**config.mk**
```make
export PLATFORM = sky130hd
export DESIGN_NAME = dmem_port_arbiter
export DESIGN_NICKNAME = d
export VERILOG_FILES = /design/src/rtl/dmem_port_arbiter.sv
export SDC_FILE = /design/constraint.sdc
export NUM_CORES = 1
export LEC_CHECK = 0
export CELL_PAD_IN_SITES_DETAIL_PLACEMENT = 1
export CELL_PAD_IN_SITES_GLOBAL_PLACEMENT = 1
export CORE_MARGIN = 8
export CORE_UTILIZATION = 34
export DETAILED_ROUTE_END_ITERATION = 8
export PLACE_DENSITY_LB_ADDON = 0.25
export RECOVER_POWER = 100
export SLEW_MARGIN = 40
export SYNTH_ARGS = -nofsm -noshare
export SYNTH_HDL_FRONTEND = slang
export SYNTH_SLANG_ARGS = --single-unit
export TNS_END_PERCENT = 20
```
**constraint.sdc**
```tcl
create_clock -name clk -period 10.7 [get_ports clk]
set_input_delay 3.21 -clock clk [delete_from_list [all_inputs] [get_ports clk]]
set_output_delay 3.21 -clock clk [all_outputs]
set_load 0.01 [all_outputs]
```
**src/rtl/dmem_port_arbiter.sv**
```systemverilog
// Shares one data-memory port between committed stores (via an in-order store queue) and loads.
// Grants are combinational in the request cycle; load response returns one cycle after grant.
// st_ready drops when the queue is full; ld_ready is the load grant, loads wait while stores are forced.
module dmem_port_arbiter #(
  parameter int SQ_DEPTH     = 4,
  parameter int STARVE_LIMIT = 3,
  parameter int TAG_W        = 5
) (
  input  logic                        clk,
  input  logic                        reset,
  input  logic                        st_valid,
  input  logic [31:0]                 st_addr,
  input  logic [2:0]                  st_funct3,
  input  logic [31:0]                 st_data,
  output logic                        st_ready,
  input  logic                        ld_valid,
  input  logic [31:0]                 ld_addr,
  input  logic [2:0]                  ld_funct3,
  input  logic [TAG_W-1:0]            ld_tag,
  output logic                        ld_ready,
  input  logic                        flush,
  output logic                        mem_we,
  output logic                        mem_re,
  output logic [31:0]                 mem_addr,
  output logic [2:0]                  mem_funct3,
  output logic [31:0]                 mem_wdata,
  input  logic [31:0]                 mem_rdata,
  output logic                        ld_resp_valid,
  output logic [TAG_W-1:0]            ld_resp_tag,
  output logic [31:0]                 ld_resp_data,
  output logic [$clog2(SQ_DEPTH):0]   sq_count,
  output logic                        idle
);

  localparam int PTR_W = $clog2(SQ_DEPTH);
  localparam int CNT_W = PTR_W + 1;
  // One spare value so the saturating counter can always hold STARVE_LIMIT.
  localparam int STV_W = $clog2(STARVE_LIMIT + 2);

  typedef struct packed {
    logic [31:0] addr;
    logic [2:0]  funct3;
    logic [31:0] data;
  } sq_entry_t;

  // Byte count of an access; unused encoding 11 treated as a word so overlap stays conservative.
  function automatic logic [2:0] acc_size(input logic [2:0] f3);
    case (f3[1:0])
      2'b00:   return 3'd1;
      2'b01:   return 3'd2;
      default: return 3'd4;
    endcase
  endfunction

  sq_entry_t          sq_mem_q [SQ_DEPTH];
  logic [PTR_W-1:0]   wr_ptr_q, wr_ptr_d;
  logic [PTR_W-1:0]   rd_ptr_q, rd_ptr_d;
  logic [CNT_W-1:0]   count_q, count_d;
  logic [STV_W-1:0]   starve_q, starve_d;
  logic               resp_vld_q, resp_vld_d;
  logic [TAG_W-1:0]   resp_tag_q, resp_tag_d;

  logic               sq_nonempty, sq_full, starved, conflict;
  logic               grant_st, grant_ld, st_push;
  logic [32:0]        ld_beg, ld_end;
  sq_entry_t          head;

  assign head   = sq_mem_q[rd_ptr_q];
  assign ld_beg = {1'b0, ld_addr};
  assign ld_end = {1'b0, ld_addr} + {30'd0, acc_size(ld_funct3)};

  // Overlap check of the load against every occupied queue slot (33-bit ends avoid wrap).
  always_comb begin
    conflict = 1'b0;
    for (int k = 0; k < SQ_DEPTH; k++) begin
      if (CNT_W'(k) < count_q) begin
        if (({1'b0, sq_mem_q[rd_ptr_q + PTR_W'(k)].addr} < ld_end) &&
            (ld_beg < {1'b0, sq_mem_q[rd_ptr_q + PTR_W'(k)].addr} +
                      {30'd0, acc_size(sq_mem_q[rd_ptr_q + PTR_W'(k)].funct3)})) begin
          conflict = 1'b1;
        end
      end
    end
  end

  // Single-grant arbitration and memory-port drive; all grants held off while reset is low.
  always_comb begin
    sq_nonempty = (count_q != '0);
    sq_full     = (count_q == CNT_W'(SQ_DEPTH));
    starved     = (starve_q == STV_W'(STARVE_LIMIT));
    grant_st    = reset & sq_nonempty & (~ld_valid | conflict | sq_full | starved);
    grant_ld    = reset & ld_valid & ~grant_st;
    st_ready    = reset & ~sq_full;
    st_push     = st_valid & st_ready & (st_funct3 inside {3'b000, 3'b001, 3'b010});
    ld_ready    = grant_ld;
    mem_we      = 1'b0;
    mem_re      = 1'b0;
    mem_addr    = '0;
    mem_funct3  = '0;
    mem_wdata   = '0;
    if (grant_st) begin
      mem_we     = 1'b1;
      mem_addr   = head.addr;
      mem_funct3 = head.funct3;
      mem_wdata  = head.data;
    end else if (grant_ld) begin
      mem_re     = 1'b1;
      mem_addr   = ld_addr;
      mem_funct3 = ld_funct3;
    end
  end

  // Next-state for pointers, occupancy, starvation counter and the load response.
  always_comb begin
    wr_ptr_d   = st_push  ? wr_ptr_q + PTR_W'(1) : wr_ptr_q;
    rd_ptr_d   = grant_st ? rd_ptr_q + PTR_W'(1) : rd_ptr_q;
    count_d    = count_q;
    case ({st_push, grant_st})
      2'b10:   count_d = count_q + CNT_W'(1);
      2'b01:   count_d = count_q - CNT_W'(1);
      default: count_d = count_q;
    endcase
    starve_d   = starve_q;
    if (grant_st || !sq_nonempty) begin
      starve_d = '0;
    end else if (grant_ld && !starved) begin
      starve_d = starve_q + STV_W'(1);
    end
    resp_vld_d = grant_ld & ~flush;
    resp_tag_d = grant_ld ? ld_tag : resp_tag_q;
  end

  // Control state, asynchronously cleared.
  always_ff @(posedge clk or negedge reset) begin
    if (!reset) begin
      wr_ptr_q   <= '0;
      rd_ptr_q   <= '0;
      count_q    <= '0;
      starve_q   <= '0;
      resp_vld_q <= 1'b0;
      resp_tag_q <= '0;
    end else begin
      wr_ptr_q   <= wr_ptr_d;
      rd_ptr_q   <= rd_ptr_d;
      count_q    <= count_d;
      starve_q   <= starve_d;
      resp_vld_q <= resp_vld_d;
      resp_tag_q <= resp_tag_d;
    end
  end

  // Queue storage; contents are meaningless outside the occupied window so no reset needed.
  always_ff @(posedge clk) begin
    if (st_push) begin
      sq_mem_q[wr_ptr_q] <= '{addr: st_addr, funct3: st_funct3, data: st_data};
    end
  end

  assign ld_resp_valid = resp_vld_q;
  assign ld_resp_tag   = resp_tag_q;
  assign ld_resp_data  = mem_rdata;
  assign sq_count      = count_q;
  assign idle          = (count_q == '0) & ~resp_vld_q;

endmodule
```
# After elaboration in Yosys (flattened, before gate mapping)
# Memory sizes are Yosys's and may differ from the RTL's.
# Index checks and enable logic that the tools add are counted.
dict set report classes {
  addsub 12
  mul 0
  div 0
  order_cmp 12
  n_eq_ne 11
  shift 0
  muxes 30
  bitwise_logic 17
  reduce_logical 19
}
# operator n
set op_table {}
lappend op_table {{32-bit by 33-bit < comparator with 1-bit output} 8}
lappend op_table {{32-bit by 3-bit adder with 33-bit output} 5}
lappend op_table {{32-bit 2-to-1 mux} 3}
lappend op_table {{3-bit one-hot mux with 2 select lines} 6}
lappend op_table {{3-bit 2-to-1 mux} 8}
lappend op_table {{1-bit 2-to-1 mux} 13}
lappend op_table {{2-bit by 1-bit equality test with 1-bit output, second input constant} 6}
lappend op_table {{2-bit logical NOT} 5}
lappend op_table {{1-bit bitwise AND} 9}
lappend op_table {{3-bit by 1-bit adder with 3-bit output, second input constant} 2}
lappend op_table {{3-bit by 2-bit equality test with 1-bit output, second input constant} 2}
lappend op_table {{3-bit logical NOT} 2}
lappend op_table {{1-bit by 3-bit < comparator with 1-bit output, first input constant} 2}
lappend op_table {{2-bit by 3-bit < comparator with 1-bit output, first input constant} 2}
lappend op_table {{3-bit nonzero test} 2}
lappend op_table {{1-bit logical AND} 5}
lappend op_table {{1-bit NOT} 5}
lappend op_table {{2-bit by 1-bit adder with 2-bit output, second input constant} 2}
lappend op_table {{2-bit adder, second input constant} 2}
lappend op_table {{2-bit nonzero test} 2}
lappend op_table {{3-bit by 1-bit equality test with 1-bit output, second input constant} 1}
lappend op_table {{3-bit equality test, second input constant} 1}
lappend op_table {{1-bit bitwise OR} 3}
lappend op_table {{3-bit by 1-bit subtractor with 3-bit output, second input constant} 1}
lappend op_table {{3 further kinds} 4}
dict set report word_totals {
  regBits 16
  latchBits 0
  ram_bits 268
  rom_bits 0
  inputBits 144
  output_inout_bits 113
  wordCells 108
  memories 1
}
# memory depth width read_ports rd_clocked_by_memory_dff wr line_no
set memory_table {}
lappend memory_table {sq_mem_q 4 67 4 0 1 55} ;# sq_entry_t sq_mem_q [SQ_DEPTH];

# Depth between registers and ports, before layout
# Gate-level depths: netlist (run 1).
# An unclocked memory read counts as a cell.
dict set report logic_depth {
  depth_word 24
  mapped_depth 39
}

# Least setup slack after synthesis (run 1)
# Ideal clock, no wire load.
dict set report synth_path {
  path_type {input to output}
  start {input port ld_funct3[0]}
  end {output port mem_re}
  t_arrival_ns 7.941
  required_time_ns 7.490
  setup_slack_ns -0.451
  stages 22
  n_path_buf 3
  path_cell_list {nor2_1 > ha_1 > fa_1 > a21o_1 > nand4b_1 > nor4_1 > and3_1 > nand3_1 > xor2_1 > ha_1 > nand4_1 > or4_1 > a311oi_1 > nor3_1 > o21bai_1 > a221oi_4 > o31ai_4 > inv_2 > buf_6 > buf_6 > nor2_1 > buf_4}
}
dict set report synth_via {
  elab_chain_cells 21
  word_cells_on_any_way 28
  cone_classes {add/sub (1); order compare (4); eq/ne (1); mux (11); bitwise (6); reduce/logical (5)}
}
# item line_no
set synth_rtl {}
lappend synth_rtl {{start: declaration} 18} ;# input logic [2:0] ld_funct3,
lappend synth_rtl {{2-bit by 1-bit equality test with 1-bit output or 2-bit logical NOT (tied branches)} 48} ;# case (f3[1:0])
lappend synth_rtl {{3-bit one-hot mux with 2 select lines *} 48}
lappend synth_rtl {{32-bit by 3-bit adder with 33-bit output *} 70} ;# assign ld_end = {1'b0, ld_addr} + {30'd0, acc_size(ld_funct3)};
lappend synth_rtl {{32-bit by 33-bit < comparator with 1-bit output} 77} ;# if (({1'b0, sq_mem_q[rd_ptr_q + PTR_W'(k)].addr} < ld_end) &&
lappend synth_rtl {{1-bit logical AND} 77}
lappend synth_rtl {{1-bit 2-to-1 mux} 77}
lappend synth_rtl {{1-bit 2-to-1 mux} 76} ;# if (CNT_W'(k) < count_q) begin
lappend synth_rtl {{1-bit 2-to-1 mux} 77}
lappend synth_rtl {{[... 4 more ...]} --}
lappend synth_rtl {{1-bit 2-to-1 mux *} 76}
lappend synth_rtl {{1-bit bitwise OR * (3 in series)} 91} ;# grant_st = reset & sq_nonempty & (~ld_valid | conflict | sq_full | starved);
lappend synth_rtl {{1-bit bitwise AND *} 91}
lappend synth_rtl {{1-bit NOT *} 92} ;# grant_ld = reset & ld_valid & ~grant_st;
lappend synth_rtl {{1-bit bitwise AND *} 92}
lappend synth_rtl {{named net ld_ready} 20} ;# output logic ld_ready,
lappend synth_rtl {{1-bit 2-to-1 mux *} 106} ;# end else if (grant_ld) begin
lappend synth_rtl {{1-bit 2-to-1 mux *} 101} ;# if (grant_st) begin
lappend synth_rtl {{end: declaration} 23} ;# output logic mem_re,
# The timed path passes the listed nets; every way through them passes the cells marked *.

# Worst setup path in the final report (run 1)
dict set report layout_path {
  start {input port ld_funct3[0]}
  end {output port mem_funct3[1]}
}
dict set report layout_via {
  elab_chain_cells 21
  word_cells_on_any_way 28
  cone_classes {add/sub (1); order compare (4); eq/ne (1); mux (11); bitwise (6); reduce/logical (5)}
}
# item line_no
set layout_rtl {}
lappend layout_rtl {{2-bit by 1-bit equality test with 1-bit output or 2-bit logical NOT (tied branches)} 48}
lappend layout_rtl {{3-bit one-hot mux with 2 select lines *} 48}
lappend layout_rtl {{32-bit by 3-bit adder with 33-bit output *} 70}
lappend layout_rtl {{32-bit by 33-bit < comparator with 1-bit output} 77}
lappend layout_rtl {{1-bit logical AND} 77}
lappend layout_rtl {{1-bit 2-to-1 mux} 77}
lappend layout_rtl {{1-bit 2-to-1 mux} 76}
lappend layout_rtl {{1-bit 2-to-1 mux} 77}
lappend layout_rtl {{[... 3 more ...]} --}
lappend layout_rtl {{1-bit 2-to-1 mux} 77}
lappend layout_rtl {{1-bit 2-to-1 mux *} 76}
lappend layout_rtl {{1-bit bitwise OR * (3 in series)} 91}
lappend layout_rtl {{1-bit bitwise AND *} 91}
lappend layout_rtl {{1-bit NOT} 92}
lappend layout_rtl {{1-bit bitwise AND} 92}
lappend layout_rtl {{3-bit 2-to-1 mux} 106}
lappend layout_rtl {{3-bit 2-to-1 mux *} 101}
lappend layout_rtl {{end: declaration} 25} ;# output logic [2:0] mem_funct3,
# Every way passes the cells marked *; elsewhere a longest branch is shown, timed or not.

==> impl_metrics.ini, run 1 <==
[run_status]
status = finished with violations
violations = capacitance limit, slew limit, setup timing

[clocking]
clock_latency_ns = 0.57
cts_root_buf = clkbuf_16
clk_pin_slew_ns = 0.07
cts_buffers = 27
hold_buffers = 0
clock-sinks = 284
cts_tree = done
clock_path_buffers = 3
htree_levels = 1

[critical_path]
start_kind = primary input
ff2ff_setup_slack_ns = 3.13
crit_fanout = 6
critPathBufInv = 6
worst-setup-path-type = primary input to output port
max_stage_delay_ns = 0.36
reg2reg_depth = 29
arrival_ns = 7.86
r2r-start = rd_ptr_q[1]
cp-end-kind = output port
required_ns = 7.49
critPathTopFamily = simple AND/OR/NAND/NOR gates
r2r-end = sq_count[2]
slowest_stage = nor4_4

[yosys]
synth_seq_cells = 284
synth_area_leaders = edfxtp_1 (35%), ha_1 (15%), mux4_2 (11%), xor2_1 (3.0%), xnor2_1 (2.8%)
synth_cells = 1942
synth_top_area_share = 0.3484
synth_edf_count = 268
ys_seq_area_frac = 0.3657
synth_fp_nets = 2365
syn_avg_cell_area_um2 = 11.89
async_reset_ff_frac = 0.05634
synth_cell_types = 81
syn_area_mm2 = 0.02310
synth-main-ff-cell = edfxtp_1
yosys_warnings = 0
yosysTopAreaCell = edfxtp_1

[global_route]
grt_overflow = 0
grt_pass1_wl_mm = 116.9
grt_pass1_vias = 18940
grt_start_max_net_pins = 49
antenna_found_initial = 21
grtUsageTotal = 0.1978

[job]
max_cap_viol_count = 5

[sta]
fin_worst_skew_ns = 0.01359
hold_viol_final = 0
slew_violations = 143
timing.slew.headroom = -0.4823
fin_ws_ns = -0.3728
fin_crit_sh = 1.035
rsz0062_at_grt = true
setup_viol = 70
fin_crit_ns = 11.07
maxClockFrequency_mhz = 90.31
tightest_slew_ns = 2.223

[floorplan]
rows = 95
initial_core_util = 0.3433
die_y_um = 276.6
die-area_mm2 = 0.07653
coreArea_mm2 = 0.06728
dieWidth_um = 276.6
ios = 257

[min_path]
worstHoldEndpoint = ld_resp_tag[4]
whs_path_depth = 2
hp-class = register to register
hold_start = ld_resp_tag[4]

[drt]
vias = 17760
drt_iter0_markers = 862
routed.top_layer = met5
firstDrtPassIters = 5
wire_per_inst_um = 24.78
dr_wl_met2_mm = 37.23
drc_errors = 0
viasPerCell = 5.585
drt-met1-wl_mm = 35.73
wl_met3_mm = 3.670
finalWirelength_mm = 78.80
ant_nets = 0

[cells_and_area]
area_delta_synth_final_pct = 23.84
final_nets = 2698
utilization = 0.4252
final_cells = 3180
stdcell_area_mm2 = 0.02861
drive_above_1_share = 0.2602
n_fill_cell = 7094

[power]
p_per_area_mw_per_mm2 = 257.5
p_leak_uw = 0.01117
peakVddDrop_v = 0.0001330
power_uw = 7365

[place]
dp_slack_ns = -1.421
placed_cells = 3089
port-buffer-count = 192
dp_hpwl_mm = 62.45
place_congestion = 0.9288
postPlaceCellArea_mm2 = 0.02680
[layout by cell type, fill, tap and decap left out, drive strengths merged, types with 33 or more instances in the layout]
master	n
buf	277
ha	274
edfxtp	268
nand2	155
mux4	124
nor2	108
a21oi	104
xor2	80
dlygate4sd3	77
xnor2	76
nand4	65
nand3	61
mux2i	60
mux2	52
and3	48
and2	48
inv	46
o21ai	45
clkbuf	39
clkdlybuf4s50	38
a21o	33
[how the worst max path moves through the flow]
stage	cells after the start	to	from	slack, ns
floorplan	22	mem_re	ld_funct3[0]	0.0008
global placement	24	mem_addr[0]	ld_funct3[0]	-1.36
detailed placement	26	mem_wdata[25]	ld_funct3[0]	-1.42
CTS	27	mem_addr[9]	ld_funct3[1]	-0.53
global route	24	mem_funct3[1]	ld_addr[2]	-0.53
finish	25	mem_funct3[1]	ld_funct3[0]	-0.37
[cells in the mapped netlist, types with 21 or more instances]
library cell and number:
nand4_1 65, o21ai_0 45, xnor2_1 75, nand3_1 59
ha_1 274, edfxtp_1 268, a21o_1 33, and3_1 48
clkbuf_1 21, nor2_1 108, mux2_2 34, nand2_1 154
a21oi_1 103, and2_1 46, mux2i_1 60, xor2_1 80
inv_1 40, mux4_2 112, buf_4 44
[what timing repair did]
| item | 4_1_cts | 5_1_grt |
|---|---|---|
| pin swaps | 28 | 39 |
| buffers inserted | 16 | 11 |
| gates resized for setup | 424 | 62 |
| endpoints found under the setup margin | 70 | 70 |
| gates cloned | 6 | 0 |
[layout make-up]
cell class | count | area [µm²] | area share
Multi-Input combinational cell | 1519 | 14270 | 0.4989
Antenna cell | 13 | 32.53 | 0.001137
Inverter | 42 | 170.2 | 0.005948
Timing Repair Buffer | 401 | 3701 | 0.1294
Clock inverter | 16 | 188.9 | 0.006605
Sequential cell | 284 | 8456 | 0.2956
Tap cell | 873 | 1092 | 0.03818
Clock buffer | 32 | 694.4 | 0.02428
[stage by stage]
stage / setup TNS [ns] / hold WS, ns
finish: -18.98 / 0.5737
global route: -29.73 / 0.6081
CTS: -26.66 / 0.5811
detailed placement: -95.04 / 0.5684
global placement: -88.94 / 0.5294
floorplan: 0 / 0.5131
[layer usage]
layer | vias up | global-route usage
met1 | 9042 | 0.2632
met2 | 403 | 0.3378
li1 | 8202 | -
met5 | - | 0
met4 | 4 | 0.05026
met3 | 108 | 0.02670
[sequential cells by signal, indices dropped and copies added (netlist names)]
signal / cells
sq_mem_q: 268
ld_resp_tag: 5
sq_count: 3
starve_q: 3
rd_ptr_q: 2
wr_ptr_q: 2
ld_resp_valid: 1
[worst min-delay path, cell delays in order (launching register included)]
cell and delay [ns]:
dfrtp_1 0.37, a22oi_1 0.09, nand3_1 0.08
[kinds of logic after synthesis]
family,after synthesis,synth area share
muxes,236,0.1771
DFF,284,0.3657
AOI/OAI and AO/OA,267,0.07557
and+or+nand+nor,581,0.1298
xor gates and xnor gates,156,0.05948
adders and majority gates,279,0.1528
buffers and inverters,139,0.03954
[power breakdown]
group / switching (µW) / leakage (µW) / internal [µW]
clock: 416 / 0.000422 / 542
sequential: 76.2 / 0.00261 / 1290
combinational: 2720 / 0.00814 / 2310
total: 3220 / 0.0112 / 4150
Power figures use the tool's default switching activity.
==> run 2: changes to the inputs <==
--- a/config.mk
+++ b/config.mk
@@ -5,11 +5,14 @@
 export SDC_FILE = /design/constraint.sdc
 export NUM_CORES = 1
 export LEC_CHECK = 0
+export ABC_AREA = 1
 export CELL_PAD_IN_SITES_DETAIL_PLACEMENT = 1
 export CELL_PAD_IN_SITES_GLOBAL_PLACEMENT = 1
+export CORE_ASPECT_RATIO = 0.9
 export CORE_MARGIN = 8
 export CORE_UTILIZATION = 34
 export DETAILED_ROUTE_END_ITERATION = 8
+export MAX_ROUTING_LAYER = met4
 export PLACE_DENSITY_LB_ADDON = 0.25
 export RECOVER_POWER = 100
 export SLEW_MARGIN = 40
==> impl_metrics.ini, run 2 <==
[clocking]
hold_buffers = 0
clock_path_buffers = 3
clk_pin_slew_ns = 0.06
cts_tree = done
cts_root_buf = clkbuf_16
clock-sinks = 284
clock_latency_ns = 0.56
cts_buffers = 27
htree_levels = 1

[yosys]
synth_cell_types = 53
syn_area_mm2 = 0.02342
yosysTopAreaCell = edfxtp_1
ys_seq_area_frac = 0.3608
synth_area_leaders = edfxtp_1 (34%), nand2_1 (15%), ha_1 (15%), inv_1 (4.7%), xor2_1 (3.9%)
synth_edf_count = 268
synth_top_area_share = 0.3437
synth-main-ff-cell = edfxtp_1
yosys_warnings = 0
synth_fp_nets = 3415
synth_cells = 2992
syn_avg_cell_area_um2 = 7.827
synth_commonest_cells = nand2_1 (927), inv_1 (294), ha_1 (274), edfxtp_1 (268), nor2_1 (226)
async_reset_ff_frac = 0.05634
yosysMostFrequentCell = nand2_1
synth_seq_cells = 284

[cells_and_area]
stdcell_area_mm2 = 0.02905
drive_above_1_share = 0.1521
top_register = sq_mem_q
mostFrequentLayoutCell = nand2_1
area_delta_synth_final_pct = 24.07
final_nets = 3736
layout_common_cells = nand2_1 (875), inv_1 (292), ha_1 (268), edfxtp_1 (268), nor2_1 (207)
largest_reg_flops = 268

[drt]
ant_nets = 0
firstDrtPassIters = 5
vias = 21960
viasPerCell = 5.184
drc_errors = 0
finalWirelength_mm = 90.23
drt_iter0_markers = 1167
wire_per_inst_um = 21.31

[sta]
fin_crit_sh = 1.063
slew_violations = 248
fin_crit_ns = 11.37
setup_viol = 70
fin_worst_skew_ns = 0.02397
timing.slew.headroom = -1.830
hold_viol_final = 0
fin_setup_tns_ns = -34.11
rsz0062_at_grt = true
tightest_slew_ns = 4.245
maxClockFrequency_mhz = 87.94
fin_ws_ns = -0.6718
hold_ws_ns = 0.4823

[place]
postPlaceCellArea_mm2 = 0.02722
port-buffer-count = 192
dp_hpwl_mm = 69.58
dp_slack_ns = -1.787
place_congestion = 0.9042

[critical_path]
start_kind = primary input
required_ns = 7.49
arrival_ns = 8.16
ff2ff_setup_slack_ns = 3.10
max_stage_delay_ns = 0.34
slowest_stage = nor4_4
crit_fanout = 6
cp-end-kind = output port
worst-setup-path-type = primary input to output port

[floorplan]
initial_core_util = 0.3428
ios = 257
rows = 91
die-area_mm2 = 0.07754
dieWidth_um = 292.6
coreArea_mm2 = 0.06832
die_y_um = 265.0

[power]
p_leak_uw = 0.01310
p_per_area_mw_per_mm2 = 295.4
peakVddDrop_v = 0.0001499

[global_route]
grt_pass1_vias = 23180
grt_start_max_net_pins = 92
grtUsageTotal = 0.2307
grt_pass1_wl_mm = 135.4
grt_overflow = 0
antenna_found_initial = 20

[run_status]
status = finished with violations
violations = capacitance limit, slew limit, setup timing

[min_path]
hp-class = register to register

[job]
max_cap_viol_count = 4
-- run 2: cell types whose count changed in the layout (fill, tap and decap cells not counted), sizes merged, moves of 70 or more --
| cell | before | now |
|---|---|---|
| nor2 | 108 | 231 |
| nand3 | 61 | 131 |
| inv | 46 | 302 |
| o21ai | 45 | 205 |
| nand2 | 155 | 931 |
| mux4 | 124 | 0 |
-- run 2: layout make-up --
class | count | area, µm²
clock buffer | 31 | 690.7
timing repair buffer | 417 | 3690
multi-input combinational | 2283 | 13640
fill | 8240 | 39260
antenna | 18 | 45.04
tap | 883 | 1105
clock inverter | 19 | 271.5
sequential | 284 | 8453
inverter | 300 | 1157
-- run 2: power by group --
part	total, µW	internal [µW]	leakage, µW	switching (µW)
clock	1040	614	0.000469	425
combinational	6180	2200	0.0100	3990
sequential	1360	1300	0.00261	63.0
total	8580	4110	0.0131	4470
-- run 2: repair_timing --
| item | in CTS | in global routing |
|---|---|---|
| resized for setup | 376 | 91 |
| setup endpoints to repair | 70 | 70 |
| cloned | 8 | 0 |
| setup buffers | 19 | 14 |
| pin swaps | 38 | 52 |
-- run 2: stage by stage --
| stage | cells | power [µW] | util |
|---|---|---|---|
| floorplan | 2992 | 5056 | - |
| global placement | 4128 | 6932 | 0.3981 |
| detailed placement | 4128 | 7204 | 0.3985 |
| CTS | 4205 | 8504 | 0.4212 |
| global route | 4234 | 9316 | 0.4252 |
| finish | 4235 | 8583 | 0.4253 |
-- run 2: worst paths after layout --
check	startpoint	endpoint	cells after the start
worst max-delay path	ld_funct3[0]	mem_addr[1]	36
worst min-delay path	ld_resp_tag[3]	ld_resp_tag[3]	2
worst max register to register	rd_ptr_q[0]	sq_count[2]	39
worst min register to register	ld_resp_tag[3]	ld_resp_tag[3]	2
max in group asynchronous	reset	rd_ptr_q[0]	2
min in group asynchronous	reset	sq_count[0]	2
-- run 2: cells by family after synthesis --
| logic type | Yosys count | synth area share |
|---|---|---|
| mux | 5 | 0.002137 |
| flops | 284 | 0.3608 |
| compound gates | 433 | 0.1045 |
| buf+inv | 425 | 0.07982 |
| xor+xnor | 133 | 0.04974 |
| simple gates | 1433 | 0.2524 |
| fa+ha+maj | 279 | 0.1507 |
-- run 2: worst max-delay path: cells and delay by family --
family	cells	cell delay, ns
buffers and inverters	12	1.59
adders and majority gates	3	0.66
AOI/OAI and AO/OA	1	0.16
xor gates and xnor gates	1	0.12
and+or+nand+nor	19	2.35
-- run 2: per-layer routing --
| metal | vias to the layer above | part of all wire | global-route usage |
|---|---|---|---|
| li1 | 10680 | - | - |
| met1 | 10730 | 0.47 | 0.3049 |
| met2 | 452 | 0.46 | 0.3779 |
| met3 | 93 | 0.052 | 0.03086 |
| met4 | 0 | 0.021 | 0.04793 |
| met5 | - | 0 | - |
